==> src/rtl/pc_gen.sv <==
// rtl/pc_gen.sv - program-counter unit with compressed stepping, return-address stack and misalignment detection
//
// Ports:
//   clk_i, rst_ni        clock; asynchronous active-low reset
//   en_i                 update PC (and RAS) on this edge
//   ilen16_i             current instruction is 16-bit (only when COMPRESSED)
//   sel_mtvec_i/mepc_i   trap entry / trap return target (low bits masked, never fault)
//   sel_ras_i            target = RAS top, pop (sequential if RAS empty)
//   sel_alu_i            target = alu_i
//   add_imm_i            target = base + imm_i, base chosen by sel_pc_base_i
//   ras_push_i           push addr_o onto the RAS
//   addr_o, prev_addr_o  current fetch address and its previous value
//   ras_empty_o/full_o   RAS occupancy
//   misaligned_o         one-cycle pulse per faulting update
//   bad_addr_o           last faulting (unmasked) target
module pc_gen #(
  parameter int              XLEN       = 32,
  parameter logic [XLEN-1:0] RESET_ADDR = 'h8000_0000,
  parameter int              COMPRESSED = 0,
  parameter int              RAS_DEPTH  = 4
) (
  input  logic            clk_i,
  input  logic            rst_ni,
  input  logic            en_i,
  input  logic            ilen16_i,
  input  logic            sel_mtvec_i,
  input  logic            sel_mepc_i,
  input  logic            sel_ras_i,
  input  logic            sel_alu_i,
  input  logic            add_imm_i,
  input  logic            sel_pc_base_i,
  input  logic            ras_push_i,
  input  logic [XLEN-1:0] imm_i,
  input  logic [XLEN-1:0] alu_i,
  input  logic [XLEN-1:0] mtvec_i,
  input  logic [XLEN-1:0] mepc_i,
  output logic [XLEN-1:0] addr_o,
  output logic [XLEN-1:0] prev_addr_o,
  output logic            ras_empty_o,
  output logic            ras_full_o,
  output logic            misaligned_o,
  output logic [XLEN-1:0] bad_addr_o
);

  localparam int PTR_W = (RAS_DEPTH > 1) ? $clog2(RAS_DEPTH) : 1;
  localparam int CNT_W = $clog2(RAS_DEPTH + 1);
  // Bits that must be zero in an aligned target.
  localparam logic [XLEN-1:0] LOW_MASK = (COMPRESSED != 0) ? XLEN'(1) : XLEN'(3);
  localparam logic [CNT_W-1:0] CNT_FULL = CNT_W'(RAS_DEPTH);

  logic [XLEN-1:0]  addr_q, prev_q, bad_q;
  logic             mis_q;
  logic [XLEN-1:0]  ras_mem [RAS_DEPTH];
  logic [PTR_W-1:0] top_q;   // index of the top entry when count_q != 0
  logic [CNT_W-1:0] count_q;

  logic [XLEN-1:0] step, seq_target, base, target;
  logic            checked, pop, fault;

  always_comb begin
    step       = ((COMPRESSED != 0) && ilen16_i) ? XLEN'(2) : XLEN'(4);
    seq_target = addr_q + step;
    base       = sel_pc_base_i ? prev_q : addr_q;
    target     = seq_target;
    checked    = 1'b0;
    pop        = 1'b0;
    if (sel_mtvec_i) begin
      target = mtvec_i & ~LOW_MASK;
    end else if (sel_mepc_i) begin
      target = mepc_i & ~LOW_MASK;
    end else if (sel_ras_i) begin
      // Empty RAS falls back to the sequential target without popping.
      if (count_q != '0) begin
        target  = ras_mem[top_q];
        checked = 1'b1;
        pop     = 1'b1;
      end
    end else if (sel_alu_i) begin
      target  = alu_i;
      checked = 1'b1;
    end else if (add_imm_i) begin
      target  = base + imm_i;
      checked = 1'b1;
    end
    fault = checked && ((target & LOW_MASK) != '0);
  end

  always_ff @(posedge clk_i or negedge rst_ni) begin
    if (!rst_ni) begin
      addr_q  <= RESET_ADDR;
      prev_q  <= RESET_ADDR;
      bad_q   <= '0;
      mis_q   <= 1'b0;
      top_q   <= '0;
      count_q <= '0;
    end else if (en_i) begin
      mis_q <= fault;
      if (fault) begin
        bad_q <= target;
      end else begin
        prev_q <= addr_q;
        addr_q <= target;
      end
      // Push+pop replaces the top in place, so pointer and count stay put.
      // A push into a full stack lands on the oldest slot (top+1 wraps onto it).
      case ({ras_push_i, pop})
        2'b10: begin
          top_q <= top_q + PTR_W'(1);
          if (count_q != CNT_FULL) count_q <= count_q + CNT_W'(1);
        end
        2'b01: begin
          top_q   <= top_q - PTR_W'(1);
          count_q <= count_q - CNT_W'(1);
        end
        default: ;
      endcase
    end else begin
      mis_q <= 1'b0;
    end
  end

  // Stack contents need no reset; count_q alone defines validity.
  always_ff @(posedge clk_i) begin
    if (en_i && ras_push_i) begin
      ras_mem[pop ? top_q : top_q + PTR_W'(1)] <= addr_q;
    end
  end

  assign addr_o       = addr_q;
  assign prev_addr_o  = prev_q;
  assign bad_addr_o   = bad_q;
  assign misaligned_o = mis_q;
  assign ras_empty_o  = (count_q == '0);
  assign ras_full_o   = (count_q == CNT_FULL);

endmodule

==> config.mk <==
export PLATFORM = sky130hd
export DESIGN_NAME = pc_gen
export DESIGN_NICKNAME = d
export VERILOG_FILES = /design/src/rtl/pc_gen.sv
export SDC_FILE = /design/constraint.sdc
export NUM_CORES = 1
export LEC_CHECK = 0
export ABC_AREA = 1
export CAP_MARGIN = 40
export CORE_ASPECT_RATIO = 1.25
export CORE_UTILIZATION = 44
export CTS_CLUSTER_SIZE = 10
export DETAILED_ROUTE_END_ITERATION = 8
export PLACE_DENSITY_LB_ADDON = 0.2
export SYNTH_ARGS = -nofsm -noshare
export SYNTH_HDL_FRONTEND = slang
export SYNTH_SLANG_ARGS = --single-unit
==> constraint.sdc <==
create_clock -name clk_i -period 4.3 [get_ports clk_i]
set_input_delay 0.645 -clock clk_i [delete_from_list [all_inputs] [get_ports clk_i]]
set_output_delay 0.645 -clock clk_i [all_outputs]
set_load 0.02 [all_outputs]
==> results_dict.tcl <==
set metrics [dict create \
    rsz0062_at_grt "false" \
    numCtsBuffers 27 \
    antenna_found_initial 2 \
    clkTransAtPathRegs_ps 60 \
    netSwitchingFraction_pct 40.38 \
    required_ps 4760 \
    wl_per_cell_um 19.02 \
    ys_top_cells_by_count "nand2_1 (790), nor2_1 (196), inv_1 (179)" \
    p_sw_mw 3.775 \
    route.final.wire_length_um 49310 \
    cts_tree "done" \
    synth-edff-count 128 \
    row_count 72 \
    multi_input_area_mm2 0.006609 \
    grt_pass1_wl_um 75690 \
    ys_seq_area_share_pct 45.68 \
    cp_top_family "simple AND/OR/NAND/NOR gates" \
    dp.cells 2541 \
    p_leak_nw 8.060 \
    yosys.area.top_type "edfxtp_1" \
    async_reset_ff_share_pct 44.35 \
    post_cts_buffers 0 \
    htreeDepth 1 \
    hold_viol 0 \
    path_max_fanout 38 \
    final_antenna_net_count 0 \
    worst_pin_slew_ps 850.4 \
    tns_ps 0 \
    numPortBuffers 232 \
    syn_area_per_cell_um2 7.206 \
    period_share_pct 79.55 \
    clock_path_buffers 3 \
    maxCapViolCount 0 \
    synth-main-ff-cell "edfxtp_1" \
    fill_cells 3058 \
    track_usage_pct 30.52 \
    criticalPathCategory "reg2reg" \
    fmax_ghz 0.2924 \
    cp_cell_sequence "inv_1, o21ai_0, ha_1, inv_1, fa_1, o21ai_0, nand2_1, nand2_1, a21oi_1, nand2_1, nand3b_1, nand2_2, inv_2, nand2_1, nand2_1" \
    whs_ps 192.3 \
    p_int_mw 5.574 \
    synthAdderAreaFrac_pct 3.323 \
    post_cts_resized 0 \
    worstPathArrival_ps 3880 \
    synth_cell_type_count 37 \
    die_area_mm2 0.03256 \
    initial_core_util_pct 44.94 \
    die_h_um 201.5 \
    crit_top_cell "nand2_1" \
    drv_slew 0 \
    slew_headroom_pct 43.31 \
    synthXorXnorAreaFrac_pct 1.313 \
    grt-ovfl-total 0 \
    synth-compound-area-share_pct 10.77 \
    drt_pass1_iterations 7 \
    synth_top_area_share_pct 27.44 \
    yosysMostFrequentCell "nand2_1" \
    critPathBufInv 3 \
    drc 0 \
    combPwrFrac_pct 42.3 \
    vias_per_cell 5.322 \
    core-area_mm2 0.03117 \
    fin_crit_ps 3420 \
    dp_hpwl_um 37000 \
    clkLatencyLatePin_ps 550 \
    grt_pass1_vias 13568 \
    critPathCaptureType "flop" \
    place_congestion 0.9533 \
    syn2layout_area_growth_pct 26.19 \
    drive_above_1_share_pct 4.306 \
    grt_max_degree 62 \
    cp_slowest_cell "inv_2" \
    pwr-share-seq_pct 34.9 \
    synth_top_family_by_area "simple AND/OR/NAND/NOR gates" \
    syn-cell-area_mm2 0.01401 \
    status "finished, final reports clean" \
    max-vdd-ir-drop_v 0.0003770 \
    final-seq-area_mm2 0.006399 \
    final_nets 2338 \
    yosysWarnings 0 \
    synth_nets 2119 \
    startpoint_type "flop" \
    die_w_um 161.6 \
    synth-simple-area-share_pct 31.68 \
    max_stage_delay_ps 600 \
    synth-seq-cells 230 \
    power.clock.fraction_pct 22.8 \
    numClockSinks 230 \
    drtIter0Drc 1173 \
    min_path_type "in2async" \
    vias 13795 \
    synth_cells 1944 \
    fin_cells 2592 \
    pin_count 238 \
    p_per_area_mw_per_mm2 528.9 \
    yosys-top-cells-area "edfxtp_1 (27%), nand2_1 (21%), dfrtp_1 (18%), o21ai_0 (5.3%), nor2_1 (5.3%)" \
    skew_ps 23.00 \
    clockRootBuffer "clkbuf_16" \
    synthMuxAreaShare_pct 0 \
    cts_hold_buffers 0 \
    finalSetupViolCount 0 \
]
[worst register-to-register path: stages, from the launching register on]
cell and delay, ps:
dfrtp_1 540, inv_1 100, o21ai_0 180, ha_1 260, inv_1 70, fa_1 470, o21ai_0 110, nand2_1 130
nand2_1 70, a21oi_1 200, nand2_1 80, nand3b_1 150, nand2_2 130, inv_2 600, nand2_1 150, nand2_1 100
[flip-flops by register name (all words and copies together) (netlist names)]
| name | flops |
|---|---|
| addr_o | 32 |
| bad_addr_o | 32 |
| count_q | 3 |
| misaligned_o | 1 |
| prev_addr_o | 32 |
| ras_mem | 128 |
| top_q | 2 |
[layout make-up]
class | instances | share of cell area (%)
Multi-Input combinational cell | 1453 | 37.39
Clock buffer | 48 | 4.381
Clock inverter | 1 | 0.1699
Inverter | 186 | 3.950
Tap cell | 407 | 2.881
Antenna cell | 2 | 0.02831
Sequential cell | 230 | 36.20
Timing Repair Buffer | 265 | 15.01
[cell families after synthesis]
logic type,count (synthesis)
simple gates,1121
compound gates,275
buf+inv,261
flops,230
fa+ha+maj,36
xor+xnor,21
[cells in the final DEF (no fill, tap or decap), types with 3 or more instances in the layout]
cell type        count
clkbuf_16           27
ha_1                34
clkbuf_1            19
buf_12               6
edfxtp_1           128
inv_2                7
a21oi_1             49
a31oi_1              3
o21bai_1             3
o21ai_1              9
inv_1              179
a21o_1               4
o21ai_0            149
nand3_1             87
nor3_1              18
a22oi_1              7
nand4_1              5
a21boi_0            13
o22ai_1             29
xor2_1              20
nand2_1            790
nor2_2               7
dfrtp_1            100
buf_4               27
or2_2                6
nand3b_1            11
nand2_2              3
o211ai_1             7
clkdlybuf4s50_1    229
nor2_1             191
[per-stage QoR]
stage / setup slack (ps) / total power [mW] / util (%) / cell area (µm²)
global route: 595.2 / 9.880 / 56.71 / 17680
CTS: 912.1 / 9.344 / 56.70 / 17670
global placement: 704.2 / 7.127 / 54.03 / 16840
floorplan: 1118 / 5.469 / - / 14010
finish: 879.5 / 9.350 / 56.71 / 17680
detailed placement: 699.2 / 7.202 / 54.11 / 16870
[layer usage]
layer  GRT usage (%)  up-vias  wire, µm
met5               0        -         0
li1                -     6677         -
met1           40.43     6484     20680
met3           2.700       94      3130
met4           11.73        0      1773
met2           51.59      540     23730
[power groups by stage]
stage	registers, mW	clock network [mW]	logic (mW)
6_report	3.27	2.13	3.95
5_1_grt	3.31	2.24	4.33
4_1_cts	3.25	2.15	3.94
3_5_place_dp	3.29	0	3.91
3_3_place_gp	3.28	0	3.85
2_1_floorplan	3.51	0	1.96
[path summary, 6_finish.rpt]
path                             from         endpoint  slack (ps)  cells after the start
max reg2reg                 addr_o[0]       addr_o[25]         880                     15
min                            rst_ni   prev_addr_o[3]         190                      1
max                         addr_o[0]       addr_o[25]         880                     15
min reg2reg                count_q[2]       count_q[2]         460                      1
min in group clk_i         count_q[2]       count_q[2]         460                      1
max in group asynchronous      rst_ni  prev_addr_o[31]        3150                      2
Note: power is estimated with default switching activity, not from simulation.
